==> config.mk <==
export PLATFORM = sky130hd
export DESIGN_NAME = regfile_param
export DESIGN_NICKNAME = d
export VERILOG_FILES = /design/src/rtl/regfile_param.sv
export SDC_FILE = /design/constraint.sdc
export NUM_CORES = 1
export LEC_CHECK = 0
export ABC_AREA = 1
export BUFFER_PORTS_ARGS = -buffer_cell sky130_fd_sc_hd__buf_2
export CAP_MARGIN = 20
export CORE_UTILIZATION = 60
export CTS_BUF_LIST = sky130_fd_sc_hd__clkbuf_4 sky130_fd_sc_hd__clkbuf_8
export DETAILED_ROUTE_END_ITERATION = 12
export GPL_TIMING_DRIVEN = 0
export PLACE_DENSITY = 0.81
export SYNTH_ARGS = -nofsm -noshare
export SYNTH_HDL_FRONTEND = slang
export SYNTH_SLANG_ARGS = --single-unit
export TNS_END_PERCENT = 100
==> constraint.sdc <==
create_clock -name CLK -period 11.91 [get_ports CLK]
set_input_delay 2.382 -clock CLK [delete_from_list [all_inputs] [get_ports CLK]]
set_output_delay 2.382 -clock CLK [all_outputs]
set_load 0.01 [all_outputs]
==> src/rtl/regfile_param.sv <==
// Parameterised register file: two registered read ports, one write port,
// per-register pending (lock) bits with optional write-to-read bypass.

module regfile_param_cell #(
    parameter int WIDTH = 16
) (
    input  logic             clk,
    input  logic             rst,
    input  logic             we,
    input  logic [WIDTH-1:0] wd,
    input  logic             set,
    input  logic             clr,
    output logic [WIDTH-1:0] q,
    output logic             pend
);
    logic [WIDTH-1:0] data_d, data_q;
    logic             pend_d, pend_q;

    always_comb begin
        data_d = we ? wd : data_q;
        pend_d = pend_q;
        if (clr) pend_d = 1'b0;
        // set is applied last so a same-edge lock beats the clearing write
        if (set) pend_d = 1'b1;
    end

    always_ff @(posedge clk or posedge rst) begin
        if (rst) begin
            data_q <= '0;
            pend_q <= 1'b0;
        end else begin
            data_q <= data_d;
            pend_q <= pend_d;
        end
    end

    assign q    = data_q;
    assign pend = pend_q;
endmodule

module regfile_param #(
    parameter int WIDTH   = 16,
    parameter int ADDR_W  = 3,
    parameter int ZERO_R0 = 0,
    parameter int BYPASS  = 1,
    localparam int DEPTH  = 2 ** ADDR_W
) (
    input  logic              CLK,
    input  logic              RESET,
    input  logic [ADDR_W-1:0] AA,
    input  logic [ADDR_W-1:0] BA,
    input  logic              RE,
    input  logic [ADDR_W-1:0] DA,
    input  logic [WIDTH-1:0]  DD,
    input  logic              RW,
    input  logic              LK,
    input  logic [ADDR_W-1:0] LA,
    output logic [WIDTH-1:0]  AD,
    output logic [WIDTH-1:0]  BD,
    output logic              RV,
    output logic              AP,
    output logic              BP,
    output logic [DEPTH-1:0]  PEND
);
    logic [DEPTH-1:0][WIDTH-1:0] reg_q;
    logic [DEPTH-1:0]            pend_q;
    logic                        wr_en, lk_en;

    // register 0 is hard-wired to zero when ZERO_R0 is set
    assign wr_en = RW && !(ZERO_R0 != 0 && DA == '0);
    assign lk_en = LK && !(ZERO_R0 != 0 && LA == '0);

    for (genvar i = 0; i < DEPTH; i++) begin : g_reg
        regfile_param_cell #(.WIDTH(WIDTH)) u_cell (
            .clk  (CLK),
            .rst  (RESET),
            .we   (wr_en && DA == ADDR_W'(i)),
            .wd   (DD),
            .set  (lk_en && LA == ADDR_W'(i)),
            .clr  (RW && DA == ADDR_W'(i)),
            .q    (reg_q[i]),
            .pend (pend_q[i])
        );
    end

    function automatic logic [WIDTH:0] read_port(
        input logic [ADDR_W-1:0]            a,
        input logic [DEPTH-1:0][WIDTH-1:0]  regs,
        input logic [DEPTH-1:0]             pends,
        input logic                         we,
        input logic [ADDR_W-1:0]            wa,
        input logic [WIDTH-1:0]             wd,
        input logic                         lk,
        input logic [ADDR_W-1:0]            la
    );
        logic [WIDTH-1:0] d;
        logic             p;
        d = regs[a];
        p = pends[a];
        if (BYPASS != 0 && we && wa == a) begin
            d = wd;
            p = lk && la == a;
        end
        if (ZERO_R0 != 0 && a == '0) begin
            d = '0;
            p = 1'b0;
        end
        return {p, d};
    endfunction

    logic [WIDTH-1:0] ad_d, ad_q, bd_d, bd_q;
    logic             ap_d, ap_q, bp_d, bp_q, rv_d, rv_q;
    logic [WIDTH:0]   port_a, port_b;

    always_comb begin
        port_a = read_port(AA, reg_q, pend_q, wr_en, DA, DD, lk_en, LA);
        port_b = read_port(BA, reg_q, pend_q, wr_en, DA, DD, lk_en, LA);
        ad_d   = ad_q;
        bd_d   = bd_q;
        ap_d   = ap_q;
        bp_d   = bp_q;
        rv_d   = RE;
        if (RE) begin
            ad_d = port_a[WIDTH-1:0];
            ap_d = port_a[WIDTH];
            bd_d = port_b[WIDTH-1:0];
            bp_d = port_b[WIDTH];
        end
    end

    always_ff @(posedge CLK or posedge RESET) begin
        if (RESET) begin
            ad_q <= '0;
            bd_q <= '0;
            ap_q <= 1'b0;
            bp_q <= 1'b0;
            rv_q <= 1'b0;
        end else begin
            ad_q <= ad_d;
            bd_q <= bd_d;
            ap_q <= ap_d;
            bp_q <= bp_d;
            rv_q <= rv_d;
        end
    end

    assign AD   = ad_q;
    assign BD   = bd_q;
    assign AP   = ap_q;
    assign BP   = bp_q;
    assign RV   = rv_q;
    assign PEND = pend_q;
endmodule

==> flow_summary.toml <==
[synthesis]
muxShareOfSynthArea_pct = 0
yosysTopAreaCell = "dfrtp_1"
yosys.area_share.adder_pct = 0
synth_area_leaders = "dfrtp_1, nand2_1, nand3_1"
synth_compound_area_share_pct = 9.70
synth_area_um2 = 9440
synth_top_family_by_area = "simple AND/OR/NAND/NOR gates"
ys_seq_elements = 171
synth_simple_gate_area_share_pct = 35.8
synth_most_common_cell = "nand2_1"
synth-edff-count = 0
syn-num-nets = 1390
syn_inst = 1357
synth-seq-area-share_pct = 45.3
synth_warnings = 0
synth_commonest_cells = "nand2_1, nand3_1, dfrtp_1, o21ai_0, inv_1"
synth_xor_area_share_pct = 0
yosysUniqueCellTypes = 25
ys_async_sr_fraction_pct = 100
syn_avg_cell_area_um2 = 6.96
synthDominantCellAreaShare_pct = 45.3
synth_ff_type = "dfrtp_1"

[final_layout]
drive_gt1_share_pct = 13.3
final_area_um2 = 10500
area_growth_pct = 11.1
nNetsFinal = 1476
n_antenna_cell = 0

[critical_path]
critPathLaunchType = "input pin"
required_ns = 12.29
r2r_start = "g_reg[7].u_cell.q[15]"
arrival_ns = 4.04
end_kind = "register"
endpoint = "BD[15]"
path_max_fanout = 10
r2r_slack_ns = 10.64
r2r_end = "BD[15]"
critPathKind = "in -> reg"
crit_start = "BA[2]"
reg2reg_depth = 8

[detailed_routing]
drt_iter0_markers = 1483
drt_pass1_iterations = 6
route.detailed.drc = 0
wl_per_cell_um = 18.8
ant_nets = 0
wl_um = 31400
vias = 9866
viasPerCell = 5.92

[power_and_ir_drop]
p_leak_uw = 0.00531
p_per_area_nw_per_um2 = 152
ir_drop_v = 0.0000989

[cts]
cts_tree = "yes"
post-cts-setup-buffers = 0
cts_max_level = 4
clockBufferDepth = 2
numClockSinks = 171
cts_hold_buffers = 0
clock_latency_ns = 0.49
cts_resized = 0
root_buffer = "clkbuf_8"
clk_pin_slew_ns = 0.09
cts-buffers-inserted = 17

[sta]
fin_skew_ns = 0.0168
fin_crit_ns = 3.66
maxClockFrequency_ghz = 0.273
max_slew_margin_pct = 45.9
rsz0062_at_grt = "false"
finalMaxSlewViolations = 0
fin_crit_sh_pct = 30.7
hold_viol_final = 0
fin_setup_tns_ns = 0
finalSetupViolCount = 0
worst-slew-pin-transition_ns = 0.811

[floorplan]
fp.coreArea_um2 = 15300
initial_core_util_pct = 61.9
rows = 45
ios = 76
dieArea_um2 = 16200
die_w_um = 127
dieHeight_um = 127

[hold_path]
hold_class = "reg -> reg"

[placement]
place_congestion = 0.955
place_hpwl_um = 22500
io_buffers = 66
placed_area_um2 = 10100

[grt]
grt_pass1_wl_um = 49500
grt.overflow.total = 0
grt_max_degree = 106
track_usage_pct = 40.6
grt_antenna_before_repair = 0
grt_pass1_vias = 9170

[run_status]
status = "finished, final reports clean"

[flow_run]
maxCapViolations = 0
## cell type report
| cell class | instances | area, um2 |
|---|---|---|
| Fill cell | 1368 | 4760 |
| Multi-Input combinational cell | 994 | 4290 |
| Sequential cell | 171 | 4280 |
| Buffer | 98 | 512 |
| Inverter | 94 | 365 |
| Timing Repair Buffer | 67 | 358 |
| Clock buffer | 21 | 283 |
| Tap cell | 211 | 264 |
| Clock inverter | 10 | 140 |
## report_power, final
group / total, uW / internal [uW] / switching [uW]
clock network: 444 / 226 / 219
logic: 397 / 140 / 257
registers: 758 / 689 / 69.0
## per-stage QoR
step | power [uW] | worst slack (ns) | instances | util (%) | hold WS (ns)
floorplan | 1020 | 4.90 | 1357 | - | 0.474
global placement | 1140 | 2.97 | 1634 | 65.8 | 0.461
CTS | 1590 | 8.36 | 1666 | 68.8 | 0.484
detailed placement | 1150 | 7.90 | 1635 | 66.0 | 0.460
global route | 1680 | 8.24 | 1666 | 68.8 | 0.501
finish | 1600 | 8.25 | 1666 | 68.8 | 0.482
## routing by layer
| metal | share of wire (%) | track usage [%] | wire length, um | up-vias |
|---|---|---|---|---|
| li1 | - | - | - | 4495 |
| met1 | 39 | 53.1 | 12100 | 4560 |
| met2 | 45 | 62.7 | 14100 | 662 |
| met3 | 10 | 7.41 | 3260 | 149 |
| met4 | 6.1 | 25.3 | 1900 | 0 |
| met5 | 0 | 0 | 0 | - |
## sequential cells by signal, indices dropped and copies added, names as in the netlist
name,flops
g.u_cell.q,128
AD,16
BD,16
g.u_cell.pend,8
AP,1
BP,1
RV,1
## placed cells by master (no fill, tap or decap), types with 13 or more instances in the layout
master,synthesis,layout
clkbuf_1,29,29
nand2_1,529,529
buf_2,42,108
dfrtp_1,171,171
clkbuf_8,0,20
o21ai_1,73,73
o21ai_0,96,96
buf_4,18,18
nand3_1,214,214
nor2_1,54,54
inv_1,77,76
inv_2,13,13
## critical path, cell delays in order
cell and delay, ns:
buf_2 0.10, buf_2 0.25, buf_1 0.65, nand3_1 0.19, nand3_1 0.13, nand2_1 0.16, nand2_1 0.12, nand2_1 0.05
## logic make-up after synthesis
| kind of cell | Yosys count |
|---|---|
| AO/OA/AOI/OAI | 182 |
| buffers and inverters | 192 |
| flip-flops | 171 |
| AND/OR/NAND/NOR | 812 |
## worst min path at each step
stage / startpoint / to / slack, ns / depth (start not counted)
2_1_floorplan: g_reg[2].u_cell.q[6] / g_reg[2].u_cell.q[6] / 0.47 / 2
3_3_place_gp: BD[2] / BD[2] / 0.46 / 2
5_1_grt: BD[0] / BD[0] / 0.50 / 2
3_5_place_dp: BD[0] / BD[0] / 0.46 / 2
6_report: BP / BP / 0.48 / 2
4_1_cts: BD[0] / BD[0] / 0.48 / 2
(Power assumes the default switching activity.)
